--- config.mk ---
export PLATFORM = sky130hd
export DESIGN_NAME = uart_tx_param
export DESIGN_NICKNAME = d
export VERILOG_FILES = /design/src/rtl/uart_tx_param.sv
export SDC_FILE = /design/constraint.sdc
export NUM_CORES = 1
export LEC_CHECK = 0
export BUFFER_PORTS_ARGS = -buffer_cell sky130_fd_sc_hd__buf_2
export CAP_MARGIN = 20
export CORE_MARGIN = 3
export CORE_UTILIZATION = 54
export CTS_CLUSTER_DIAMETER = 60
export DETAILED_ROUTE_END_ITERATION = 6
export PLACE_DENSITY = 0.72
export REMOVE_ABC_BUFFERS = 1
export SYNTH_ARGS = -nofsm -noshare
export SYNTH_HDL_FRONTEND = slang
export SYNTH_SLANG_ARGS = --single-unit
export TNS_END_PERCENT = 20
--- constraint.sdc ---
create_clock -name i_Clock -period 2.22 [get_ports i_Clock]
set_input_delay 0.444 -clock i_Clock [delete_from_list [all_inputs] [get_ports i_Clock]]
set_output_delay 0.444 -clock i_Clock [all_outputs]
set_load 0.05 [all_outputs]
--- src/rtl/uart_tx_param.sv ---
// uart_tx_param: parametrised UART transmitter with input FIFO, optional parity and 1/2 stop bits.
module uart_tx_param #(
   parameter int CLKS_PER_BIT = 87,
   parameter int DATA_BITS    = 8,
   parameter int PARITY_MODE  = 0,
   parameter int STOP_BITS    = 1,
   parameter int FIFO_DEPTH   = 4
) (
   input  logic                        i_Clock,
   input  logic                        i_Rst_L,
   input  logic                        i_Tx_DV,
   input  logic [DATA_BITS-1:0]        i_Tx_Byte,
   output logic                        o_Tx_Ready,
   output logic                        o_Tx_Overflow,
   output logic                        o_Tx_Serial,
   output logic                        o_Tx_Active,
   output logic                        o_Tx_Done,
   output logic [$clog2(FIFO_DEPTH):0] o_Fifo_Count
);
   localparam int AW = $clog2(FIFO_DEPTH);
   localparam int CW = $clog2(CLKS_PER_BIT);
   localparam int BW = $clog2(DATA_BITS + 1);
   localparam logic [CW-1:0] CNT_LAST = CW'(CLKS_PER_BIT - 1);
   localparam logic [BW-1:0] BIT_LAST = BW'(DATA_BITS - 1);
   localparam logic [BW-1:0] STOP_LAST = BW'(STOP_BITS - 1);
   localparam logic [AW:0] FULL = (AW + 1)'(FIFO_DEPTH);

   typedef enum logic [2:0] {IDLE, START, DATA, PARITY, STOP, CLEANUP} state_t;

   state_t               state, state_n;
   logic [DATA_BITS-1:0] mem [FIFO_DEPTH];
   logic [AW-1:0]        wr_ptr, rd_ptr;
   logic [AW:0]          count;
   logic [CW-1:0]        clk_cnt, clk_cnt_n;
   logic [BW-1:0]        bit_idx, bit_idx_n;
   logic [DATA_BITS-1:0] shift, shift_n;
   logic                 par, par_n, serial_n, active_n, done_n, pop, wr, bit_end;

   assign o_Tx_Ready   = count != FULL;
   assign o_Fifo_Count = count;
   assign wr           = i_Tx_DV && o_Tx_Ready;
   assign bit_end      = clk_cnt == CNT_LAST;

   always_comb begin
      state_n   = state;
      clk_cnt_n = bit_end ? '0 : clk_cnt + 1'b1;
      bit_idx_n = bit_idx;
      shift_n   = shift;
      par_n     = par;
      serial_n  = o_Tx_Serial;
      active_n  = o_Tx_Active;
      done_n    = 1'b0;
      pop       = 1'b0;
      case (state)
         IDLE, CLEANUP: begin
            serial_n  = 1'b1;
            active_n  = 1'b0;
            clk_cnt_n = '0;
            bit_idx_n = '0;
            state_n   = IDLE;
            if (count != '0) begin
               pop      = 1'b1;
               shift_n  = mem[rd_ptr];
               par_n    = (PARITY_MODE == 2) ^ (^mem[rd_ptr]);
               state_n  = START;
               serial_n = 1'b0;
               active_n = 1'b1;
            end
         end
         START: if (bit_end) begin
            state_n  = DATA;
            serial_n = shift[0];
            shift_n  = shift >> 1;
         end
         DATA: if (bit_end) begin
            if (bit_idx == BIT_LAST) begin
               bit_idx_n = '0;
               state_n   = PARITY_MODE != 0 ? PARITY : STOP;
               serial_n  = PARITY_MODE != 0 ? par : 1'b1;
            end else begin
               bit_idx_n = bit_idx + 1'b1;
               serial_n  = shift[0];
               shift_n   = shift >> 1;
            end
         end
         PARITY: if (bit_end) begin
            state_n  = STOP;
            serial_n = 1'b1;
         end
         STOP: if (bit_end) begin
            if (bit_idx == STOP_LAST) begin
               state_n  = CLEANUP;
               active_n = 1'b0;
               done_n   = 1'b1;
            end else begin
               bit_idx_n = bit_idx + 1'b1;
            end
         end
         default: begin
            state_n  = IDLE;
            serial_n = 1'b1;
            active_n = 1'b0;
         end
      endcase
   end

   always_ff @(posedge i_Clock) begin
      if (!i_Rst_L) begin
         state         <= IDLE;
         clk_cnt       <= '0;
         bit_idx       <= '0;
         shift         <= '0;
         par           <= 1'b0;
         o_Tx_Serial   <= 1'b1;
         o_Tx_Active   <= 1'b0;
         o_Tx_Done     <= 1'b0;
         o_Tx_Overflow <= 1'b0;
         wr_ptr        <= '0;
         rd_ptr        <= '0;
         count         <= '0;
      end else begin
         state         <= state_n;
         clk_cnt       <= clk_cnt_n;
         bit_idx       <= bit_idx_n;
         shift         <= shift_n;
         par           <= par_n;
         o_Tx_Serial   <= serial_n;
         o_Tx_Active   <= active_n;
         o_Tx_Done     <= done_n;
         o_Tx_Overflow <= i_Tx_DV && !o_Tx_Ready;
         if (wr) wr_ptr <= wr_ptr + 1'b1;
         if (pop) rd_ptr <= rd_ptr + 1'b1;
         count <= count + (AW + 1)'(wr) - (AW + 1)'(pop);
      end
   end

   // Storage needs no reset: pointers and count define what is valid.
   always_ff @(posedge i_Clock) if (wr) mem[wr_ptr] <= i_Tx_Byte;
endmodule

==> reports/results.ini, run 1 <==
[layout]
multi_input_comb_area_um2 = 1340
fill_cells = 397
layout-drive-gt1-share_pct = 22.8
layout.area.seq_um2 = 1660
layout.core_utilization_pct = 65.7
final_nets = 306
insertedDiodeCount = 0
area_growth_syn_to_layout_pct = 13.0
final-instance-count-excl-fill = 360

[power_and_ir_drop]
power_report.internal_total_mw = 2.47
clock_power_share_pct = 25.1
netSwitchingFraction_pct = 36.0
p_leak_nw = 1.24
power.combinational.fraction_pct = 31.3
power.density_nw_per_um2 = 1110
power.sequential.fraction_pct = 43.6
ir_worst_vdd_uv = 774
netSwitchingPower_mw = 1.39
power.total_mw = 3.86

[synth]
postSynthCellCount = 259
yosysSeqAreaShare_pct = 53.9
netlist-cell-type-count = 50
synth_edf_count = 32
synth.avg_cell_area_um2 = 11.9
synth_top_flop_cell = dfxtp_1
number_of_synthesized_register_bits = 67
postSynth.asyncResetShare_pct = 0
synth_area_um2 = 3090
synthesis.yosys.warnings = 0

[worst_setup_path]
r2r.worst_path.cells = 9
crit_path_max_fanout = 3
worstPathRequired_ns = 2.45
ff2ff_setup_slack_ns = 0.08
timing.setup.critical_path_class = flop to flop
critical_path.startpoint_type = flop
endpoint_kind = flop
critical_path_arrival_ns = 2.37
critical_path.reg2reg.startpoint = state[2]
timing.rr.end = o_Fifo_Count[2]

[timing]
worst_slew_margin_rel_pct = 48.5
worstMarginPinSlew_ns = 0.767
fin_crit_sh_pct = 96.3
fin_setup_tns_ns = 0
highest_clock_rate_ghz = 0.468
rsz0062_at_grt = false
setup_viol_count_final = 0
worst_clock_skew_ns = 0.00749
layout_min_cycle_time_ns = 2.14
finalMaxSlewViolations = 0
final_hold_viol_count = 0

[drt]
drt-vias-per-instance = 5.71
wire_per_inst_um = 16.1
dr_total_vias = 2056
drc = 0
totalWireLength_um = 5810
ant_nets = 0
drt-pass1-iter-count = 5
drt-initial-drc-count = 119

[worst_hold_path]
worst_hold_launch = i_Tx_Byte[5]
worst_min_delay_path_category = primary input to flop
min_path_cells = 1
worst_hold_path.endpoint = mem[3][5]

[run_status]
outcome = complete, no violations

[placement]
place_inst = 343
gp_routability_congestion = 0.877
dp_hpwl_um = 3970
count_of_input_and_output_buffers = 18

[global_route]
grt_overflow_total = 0
grt_pass1_wl_um = 9820
grt_max_degree = 19
groute.usage.overall_pct = 20.1
antenna_found_initial = 0
grt_pass1_vias = 1993

[cts]
cts.clk_slew.worst_paths_ns = 0.08
ctsHoldBuffers = 0
max-clock-path-buffers = 2
htreeDepth = 3
cts_tree = built
tritoncts.num_buffers = 9
clock_sinks = 67
clkLatencyLatePin_ns = 0.35
cts_root_buffer = clkbuf_8

[run]
drv.max_cap_violation_count = 0

[floorplanning]
io_pins = 19
core_um2 = 5300
die_h_um = 81.6
row_count = 26
fp.dieArea_um2 = 6660
starting_utilization_of_the_core_area_pct = 58.2
die_width_um = 81.6

## cell usage in the layout (no fill, tap or decap), drive strengths merged, types with 3 or more instances in the layout
| cell type | instances |
|---|---|
| ha | 9 |
| dfxtp | 35 |
| clkbuf | 9 |
| o41ai | 7 |
| and2 | 8 |
| mux2i | 10 |
| xnor2 | 8 |
| xor2 | 4 |
| mux4 | 8 |
| nor2 | 22 |
| or3 | 3 |
| nand4 | 4 |
| buf | 28 |
| edfxtp | 32 |
| nor3 | 9 |
| o21ai | 4 |
| nand2b | 4 |
| nand3 | 7 |
| a21oi | 21 |
| nand2 | 8 |
| or3b | 3 |
| inv | 17 |
## final cells by class
class	instances	share of cell area (%)
inverters	12	1.29
clock buffers	9	3.55
multi-input cells	167	38.3
flip-flops and latches	67	47.7
clock inverters	7	1.87
repair buffers	28	4.74
well taps	70	2.51
## timing repair
item                                    CTS  global route
resized for setup                         0             5
buffers inserted                          0             1
hold endpoints to repair                  0             0
endpoints found under the setup margin    0             1
## worst max path at each step
stage | start | to | cells past startpoint
floorplan | state[2] | o_Fifo_Count[2] | 9
global placement | state[2] | o_Fifo_Count[2] | 9
detailed placement | state[2] | o_Fifo_Count[2] | 9
CTS | state[2] | o_Fifo_Count[2] | 9
global route | state[0] | o_Fifo_Count[2] | 9
finish | state[2] | o_Fifo_Count[2] | 9
## critical path, cell delays in order, from the launching register on
cell and delay [ns]:
dfxtp_2 0.34, or3_4 0.40, a21oi_4 0.17, xor2_1 0.17
ha_1 0.16, inv_1 0.05, fa_1 0.36, xor2_1 0.18
xnor2_1 0.14, nor2_1 0.05
## Yosys cell counts (all sizes together) (3+ instances only)
library cell	instances	area share, %
nor2	22	2.8
and2	8	1.6
nand2	8	0.97
xnor2	8	2.3
buf	3	0.77
o21ai	4	0.65
nand3	7	1.1
inv	12	1.5
clkbuf	10	1.3
nand4	4	0.81
ha	9	3.6
mux2i	10	3.2
or3b	3	0.85
edfxtp	32	31
xor2	4	1.1
a21oi	21	3.4
nor3	9	1.6
dfxtp	35	23
nand2b	4	1.1
o41ai	7	2.0
or3	3	0.61
mux4	8	5.8
## cells by family after synthesis
| family | after synthesis | share of synthesized area (%) |
|---|---|---|
| adder cells (fa/ha/maj) | 10 | 4.30 |
| XOR/XNOR | 12 | 3.41 |
| AND/OR/NAND/NOR | 84 | 17.0 |
| flip-flops | 67 | 53.9 |
| multiplexers | 18 | 9.08 |
| AO/OA/AOI/OAI | 43 | 8.88 |
| buffers and inverters | 25 | 3.53 |
## layer usage
layer / track usage, % / vias to the layer above / part of all wire, %
met5: 0 / - / 0
met1: 28.0 / 974 / 49
met2: 29.5 / 57 / 45
met3: 6.58 / 9 / 4.6
li1: - / 1016 / -
met4: 6.98 / 0 / 1.6
## power groups by stage
stage                     Sequential [mW]  Clock, mW  Combinational (mW)
after floorplan                      1.81          0               0.728
after global placement               1.70          0                1.15
after detailed placement             1.71          0                1.16
after CTS                            1.68      0.991                1.17
after global routing                 1.72       1.06                1.34
final                                1.68      0.968                1.21
## sequential cells by signal (all words and copies together) (netlist names), 2 cells and up, named ones only
register	flops
rd_ptr	2
clk_cnt	7
bit_idx	4
mem	32
shift	8
o_Fifo_Count	3
wr_ptr	2
state	3
## metrics by stage
| stage | hold WS (ns) | setup WS [ns] | cell area (µm²) |
|---|---|---|---|
| after detailed placement | 0.454 | 0.0380 | 3270 |
| final | 0.306 | 0.0821 | 3490 |
| after floorplan | 0.426 | -0.427 | 3020 |
| after global placement | 0.444 | 0.104 | 3270 |
| after CTS | 0.290 | 0.0106 | 3460 |
| after global routing | 0.292 | 0.00505 | 3490 |
No activity file was read; power rests on OpenSTA's default activity.
==> inputs of run 2 (changes only) <==
- CORE_UTILIZATION: 54 -> 55
- PLACE_DENSITY: 0.72 -> 0.71
- clock period: 2.22 -> 2.6 ns (I/O delays scaled with it)
==> run 2 against run 1 <==
Critical path depth up 1. Clock-buffer cell count grew 3. Register-to-register slack better by 0.30 ns. Worst setup slack gained 0.30 ns. Sequential power down 15%. Flip-flop and latch count is the same. First-iteration DRC count shrank 26%. Critical endpoint unchanged. Total power decreased by 17%. Worst hold slack better by 0.087 ns. Clock power is 15% lower.
==> reports/results.ini, run 2 (synthesis results as in run 1) <==
[floorplanning]
core_um2 = 5270  ; was 5300 µm²
fp.dieArea_um2 = 6540  ; was 6660 µm²
io_pins = 19  ; unchanged
die_h_um = 80.9  ; was 81.6 µm
die_width_um = 80.9  ; was 81.6 µm
row_count = 26  ; unchanged
starting_utilization_of_the_core_area_pct = 58.5  ; was 58.2%

[timing]
rsz0062_at_grt = false  ; unchanged
fin_crit_sh_pct = 85.3  ; was 96.3%
finalMaxSlewViolations = 0  ; unchanged
layout_min_cycle_time_ns = 2.22  ; was 2.14 ns
final_hold_viol_count = 0  ; unchanged
final_critical_path_setup_slack_ns = 0.383  ; was 0.0821 ns
worst_clock_skew_ns = 0.00958  ; was 0.00749 ns
setup_viol_count_final = 0  ; unchanged
worstMarginPinSlew_ns = 0.693  ; was 0.767 ns
worst_slew_margin_rel_pct = 53.4  ; was 48.5%
highest_clock_rate_ghz = 0.451  ; was 0.468 GHz

[cts]
tritoncts.num_buffers = 9  ; unchanged
max-clock-path-buffers = 2  ; unchanged
cts.repair_timing.setup_buffer_count = 0  ; unchanged
cts.clk_slew.worst_paths_ns = 0.07  ; was 0.08 ns
cts_root_buffer = clkbuf_8  ; unchanged
clkLatencyLatePin_ns = 0.34  ; was 0.35 ns
ctsHoldBuffers = 0  ; unchanged
post_cts_resized = 0  ; unchanged
htreeDepth = 3  ; unchanged
clock_sinks = 67  ; unchanged
cts_tree = built  ; unchanged

[placement]
dp_hpwl_um = 3710  ; was 3970 µm
place_inst = 340  ; was 343
placed_cell_area_um2 = 3240  ; was 3270 µm²
gp_routability_congestion = 0.813  ; was 0.877
count_of_input_and_output_buffers = 18  ; unchanged
dp_worst_setup_slack_ns = 0.414  ; was 0.0380 ns

[drt]
drt-vias-per-instance = 5.57  ; was 5.71
wire_per_inst_um = 15.5  ; was 16.1 µm
totalWireLength_um = 5510  ; was 5810 µm
drc = 0  ; unchanged
ant_nets = 0  ; unchanged
drt-pass1-iter-count = 4  ; was 5
dr_total_vias = 1983  ; was 2056
drt-initial-drc-count = 88  ; was 119

[power_and_ir_drop]
p_leak_nw = 1.21  ; was 1.24 nW
power.total_mw = 3.21  ; was 3.86 mW
power.density_nw_per_um2 = 935  ; was 1110 nW/µm²
ir_worst_vdd_uv = 582  ; was 774 µV

[worst_setup_path]
critical_path.startpoint_type = flop  ; unchanged
cp.buffers_inverters = 2  ; was 1
critical_path_arrival_ns = 2.43  ; was 2.37 ns
worst_setup_path_startpoint = state[2]  ; unchanged
path_common_cell = xor2_1  ; unchanged
ff2ff_setup_slack_ns = 0.38  ; was 0.08 ns
timing.setup.critical_path_class = flop to flop  ; unchanged
crit_path_max_fanout = 19  ; was 3
crit_slowest_cell = fa_1  ; was or3_4
path_delay_family = adder cells  ; unchanged
worstPathRequired_ns = 2.81  ; was 2.45 ns
maximum_cell_stage_delay_along_the_critical_path_ns = 0.37  ; was 0.40 ns
path_cells = buf_4 -> nand3b_1 -> a21oi_1 -> xor2_1 -> ha_1 -> inv_1 -> fa_1 -> xor2_1 -> xnor2_1 -> nor2_1  ; was or3_4 -> a21oi_4 -> xor2_1 -> ha_1 -> inv_1 -> fa_1 -> xor2_1 -> xnor2_1 -> nor2_1
critical_path.reg2reg.startpoint = state[2]  ; unchanged
endpoint_kind = flop  ; unchanged

[global_route]
grt_pass1_vias = 1898  ; was 1993
groute.layer.met3.usage_pct = 4.66  ; was 6.58%
antenna_found_initial = 0  ; unchanged
grt-busiest-layer = met2  ; unchanged
groute.usage.overall_pct = 19.1  ; was 20.1%
grt_pass1_wl_um = 9170  ; was 9820 µm
grt_overflow_total = 0  ; unchanged
grt_max_degree = 21  ; was 19
grt_util_met1_pct = 27.2  ; was 28.0%
use_met2_pct = 27.5  ; was 29.5%

[layout]
insertedDiodeCount = 0  ; unchanged
final-instance-count-excl-fill = 356  ; was 360
largest_reg_flops = 32  ; unchanged
stdcell_area_um2 = 3430  ; was 3490 µm²
layout_common_cells = dfxtp_1, edfxtp_1, nor2_1, a21oi_1, buf_2  ; was dfxtp_1, edfxtp_1, nor2_1
layout-drive-gt1-share_pct = 19.2  ; was 22.8%
regMostFlops = mem  ; unchanged
mostFrequentLayoutCell = dfxtp_1  ; unchanged
largestRegisters = mem: 32 flops, shift: 8 flops, clk_cnt: 7 flops  ; unchanged
area_growth_syn_to_layout_pct = 11.2  ; was 13.0%
final_nets = 302  ; was 306
layout.core_utilization_pct = 65.1  ; was 65.7%

[worst_hold_path]
worst_min_delay_path_category = primary input to flop  ; unchanged
worst_hold_launch = i_Tx_Byte[7]  ; was i_Tx_Byte[5]

[run]
drv.max_cap_violation_count = 0  ; unchanged

[run_status]
outcome = complete, no violations  ; unchanged

## run 2: layer usage
metal / up-vias / part of all wire, % / wire (µm)
met5: - / 0 / 0
met4: 0 / 2.1 / 116
met3: 8 / 4.0 / 222
met2: 41 / 43 / 2370
met1: 931 / 51 / 2800
li1: 1003 / - / -
## run 2: per-stage QoR
stage,setup TNS [ns],hold slack [ns]
global placement,0,0.443
finish,0,0.392
floorplan,-0.0473,0.426
detailed placement,0,0.457
CTS,0,0.376
global route,0,0.386
## run 2: path summary, 6_finish.rpt
path,end,cells past startpoint
setup / recovery,o_Fifo_Count[2],10
hold / removal,mem[3][7],1
setup reg to reg,o_Fifo_Count[2],10
hold reg to reg,shift[7],2
## run 2: final cells by class
class	count	area (µm²)
clock buffers	12	135
clock inverters	4	51.3
fillers	398	1840
inverters	12	45.0
multi-input cells	167	1320
flip-flops and latches	67	1660
well taps	70	87.6
repair buffers	24	135
## run 2: report_power, final
group	internal (mW)	total, mW	switching, mW
clock network	0.444	0.821	0.377
registers	1.30	1.43	0.137
logic	0.401	0.955	0.553
total	2.14	3.21	1.07
==> inputs of run 3 (changes only) <==
- ABC_AREA: unset -> 1
==> run 3 against run 2 <==
Flip-flop and latch count unchanged. Sequential power about the same. Global-route usage up 0.15 points. Clock-buffer cell count down 3. Clock skew up 0.0037 ns. Combinational power up 63%. Non-clock buffer count down 5. Highest routed layer unchanged. Clock power down 12%. Sequential share of layout area down 1.2 points. Worst hold slack better by 0.026 ns. Largest cell class unchanged. Routed wire length up 4.7%. Design area up 2.5%.
==> reports/results.ini, run 3 <==
[run_status]
outcome = complete, no violations  ; unchanged

[worst_setup_path]
r2r.worst_path.cells = 10  ; unchanged
crit_slowest_cell = dfxtp_1  ; was fa_1
path_delay_family = adder cells  ; unchanged
worstPathRequired_ns = 2.82  ; was 2.81 ns
critical_path.startpoint_type = flop  ; unchanged
timing.setup.critical_path_class = flop to flop  ; unchanged
critical_path.reg2reg.startpoint = o_Fifo_Count[1]  ; was state[2]
worst_setup_path_startpoint = o_Fifo_Count[1]  ; was state[2]
endpoint_kind = flop  ; unchanged
crit_path_max_fanout = 5  ; was 19
maximum_cell_stage_delay_along_the_critical_path_ns = 0.41  ; was 0.37 ns
timing.rr.end = o_Fifo_Count[2]  ; unchanged
capturing_element_of_the_worst_setup_path = o_Fifo_Count[2]  ; unchanged
ff2ff_setup_slack_ns = 0.65  ; was 0.38 ns
path_cells = inv_1 -> nand2_1 -> nor2_1 -> nor2_1 -> xnor2_1 -> ha_1 -> inv_1 -> fa_1 -> o21ai_0 -> a21oi_1  ; was buf_4 -> nand3b_1 -> a21oi_1 -> xor2_1 -> ha_1 -> inv_1 -> fa_1 -> xor2_1 -> xnor2_1 -> nor2_1
cp.buffers_inverters = 2  ; unchanged
critical_path_arrival_ns = 2.17  ; was 2.43 ns
path_depth = 10  ; unchanged

[cts]
clock_sinks = 67  ; unchanged
cts_root_buffer = clkbuf_8  ; unchanged
max-clock-path-buffers = 2  ; unchanged
cts.repair_timing.setup_buffer_count = 0  ; unchanged
post_cts_resized = 0  ; unchanged
ctsHoldBuffers = 0  ; unchanged
cts.clk_slew.worst_paths_ns = 0.07  ; about the same
clkLatencyLatePin_ns = 0.34  ; about the same
htreeDepth = 3  ; unchanged
cts_tree = built  ; unchanged
tritoncts.num_buffers = 9  ; unchanged

[synth]
synth_top_cells_by_count = nand2_1, inv_1, nor2_1  ; was dfxtp_1, edfxtp_1, a21oi_1, nor2_1, inv_1
synth_edf_count = 32  ; unchanged
synth_top_family_by_area = simple AND/OR/NAND/NOR gates  ; unchanged
synth_top_flop_cell = dfxtp_1  ; unchanged
synth_area_um2 = 3200  ; was 3090 µm²
synth.avg_cell_area_um2 = 8.07  ; was 11.9 µm²
muxShareOfSynthArea_pct = 0  ; was 9.08%
netlist-cell-type-count = 29  ; was 50
number_of_synthesized_register_bits = 67  ; unchanged
simple_gate_share_of_the_synthesized_area_pct = 28.2  ; was 17.0%
yosysMostFrequentCell = nand2_1  ; was dfxtp_1
yosysSeqAreaShare_pct = 51.9  ; was 53.9%
synth_top_area_cell = edfxtp_1  ; unchanged
synthesis.yosys.warnings = 0  ; unchanged
synth_compound_area_share_pct = 5.23  ; was 8.88%
postSynth.asyncResetShare_pct = 0  ; unchanged
yosys.area_share.xor_xnor_pct = 1.09  ; was 3.41%
yosys-top-cells-area = edfxtp_1, dfxtp_1, nand2_1  ; was edfxtp_1, dfxtp_1, mux4_2
synth.top_cell.area_share_pct = 30.0  ; was 31.1%
postSynthCellCount = 397  ; was 259
yosys.area_share.adder_pct = 4.14  ; was 4.30%

[power_and_ir_drop]
netSwitchingPower_mw = 1.57  ; was 1.07 mW
power.combinational.fraction_pct = 41.9  ; was 29.8%
power.total_mw = 3.73  ; was 3.21 mW
ir_worst_vdd_uv = 671  ; was 582 µV
netSwitchingFraction_pct = 42.2  ; was 33.3%
power_report.internal_total_mw = 2.16  ; was 2.14 mW
p_leak_nw = 1.66  ; was 1.21 nW
power.sequential.fraction_pct = 38.7  ; was 44.7%
clock_power_share_pct = 19.4  ; was 25.6%
power.density_nw_per_um2 = 1060  ; was 935 nW/µm²

[placement]
dp_hpwl_um = 4290  ; was 3710 µm
count_of_input_and_output_buffers = 18  ; unchanged
gp_routability_congestion = 0.795  ; was 0.813

[timing]
worst_clock_skew_ns = 0.0133  ; was 0.00958 ns
worst_slew_margin_rel_pct = 55.9  ; was 53.4%
layout_min_cycle_time_ns = 1.95  ; was 2.22 ns
fin_crit_sh_pct = 75.1  ; was 85.3%
rsz0062_at_grt = false  ; unchanged
final_hold_viol_count = 0  ; unchanged
worstMarginPinSlew_ns = 0.660  ; was 0.693 ns
setup_viol_count_final = 0  ; unchanged
highest_clock_rate_ghz = 0.512  ; was 0.451 GHz
finalMaxSlewViolations = 0  ; unchanged
fin_setup_tns_ns = 0  ; unchanged

[global_route]
grt_max_degree = 20  ; was 21
groute.usage.overall_pct = 19.2  ; was 19.1%
grt_pass1_wl_um = 9690  ; was 9170 µm
grt_overflow_total = 0  ; unchanged
antenna_found_initial = 0  ; unchanged
grt_pass1_vias = 2129  ; was 1898

[floorplanning]
die_h_um = 82.3  ; was 80.9 µm
die_width_um = 82.3  ; was 80.9 µm
core_um2 = 5570  ; was 5270 µm²
starting_utilization_of_the_core_area_pct = 57.5  ; was 58.5%
row_count = 27  ; was 26
io_pins = 19  ; unchanged
fp.dieArea_um2 = 6780  ; was 6540 µm²

[drt]
drc = 0  ; unchanged
drt-vias-per-instance = 4.78  ; was 5.57
totalWireLength_um = 5760  ; was 5510 µm
ant_nets = 0  ; unchanged
wire_per_inst_um = 11.6  ; was 15.5 µm
dr_total_vias = 2372  ; was 1983
drt-initial-drc-count = 118  ; was 88
drt-pass1-iter-count = 4  ; unchanged

[layout]
largest_reg_flops = 32  ; unchanged
layout-drive-gt1-share_pct = 12.3  ; was 19.2%
insertedDiodeCount = 0  ; unchanged
largestRegisters = mem: 32 flops, shift: 8 flops, clk_cnt: 7 flops  ; unchanged
layout_common_cells = nand2_1, inv_1, nor2_1  ; was dfxtp_1, edfxtp_1, nor2_1, a21oi_1, buf_2
area_growth_syn_to_layout_pct = 9.80  ; was 11.2%
final_nets = 440  ; was 302
mostFrequentLayoutCell = nand2_1  ; was dfxtp_1
regMostFlops = mem  ; unchanged

[run]
drv.max_cap_violation_count = 0  ; unchanged

[worst_hold_path]
worst_min_delay_path_category = primary input to flop  ; unchanged

-- run 3: cell count changes in the layout (fill, tap and decap cells not counted), moves of 6 or more --
cell,previous run,this run
inv_1,12,65
xnor2_1,8,2
nand3_1,7,24
nand2_1,8,98
mux2i_1,10,0
mux4_2,8,0
and2_1,8,1
o41ai_1,7,0
nor2_1,21,62
-- run 3: worst min-delay path by stage --
stage | start | to | cells after the start
after global placement | clk_cnt[0] | clk_cnt[0] | 1
after floorplan | clk_cnt[0] | clk_cnt[0] | 1
after detailed placement | o_Tx_Active | o_Tx_Active | 2
after CTS | i_Tx_Byte[4] | mem[0][4] | 1
final | i_Tx_Byte[4] | mem[1][4] | 1
after global routing | i_Tx_Byte[0] | mem[0][0] | 1
-- run 3: through the flow --
stage | utilization, % | instance area (µm²) | instances | hold WS [ns] | worst slack [ns]
global route | 63.1 | 3520 | 496 | 0.399 | 0.457
floorplan | - | 3160 | 389 | 0.430 | 0.410
CTS | 63.1 | 3520 | 496 | 0.408 | 0.622
detailed placement | 60.1 | 3350 | 480 | 0.473 | 0.576
global placement | 60.1 | 3350 | 480 | 0.449 | 0.640
finish | 63.1 | 3520 | 496 | 0.418 | 0.647
-- run 3: metal layers --
layer  wire length, µm  GRT usage, %  up-vias
li1                  -             -     1278
met4                60          6.15        0
met2              2510          27.8       51
met1              2910          27.3     1037
met3               285          6.07        6
met5                 0             0        -
-- run 3: power by group through the flow --
stage | clock network (mW) | logic, mW | registers [mW]
finish | 0.724 | 1.56 | 1.44
global route | 0.805 | 1.80 | 1.47
CTS | 0.747 | 1.58 | 1.44
detailed placement | 0 | 1.57 | 1.47
global placement | 0 | 1.54 | 1.46
floorplan | 0 | 1.12 | 1.57
-- run 3: cell type report --
| type | count | area (µm²) |
|---|---|---|
| repair buffers | 19 | 97.6 |
| flip-flops and latches | 67 | 1660 |
| well taps | 72 | 90.1 |
| fillers | 509 | 2060 |
| multi-input cells | 253 | 1240 |
| clock inverters | 7 | 45.0 |
| clock buffers | 9 | 124 |
| inverters | 69 | 259 |
-- run 3: cells by family after synthesis --
group           Yosys count
buf+inv                  77
compound gates           32
fa+ha+maj                10
xor+xnor                  4
simple gates            207
flops                    67
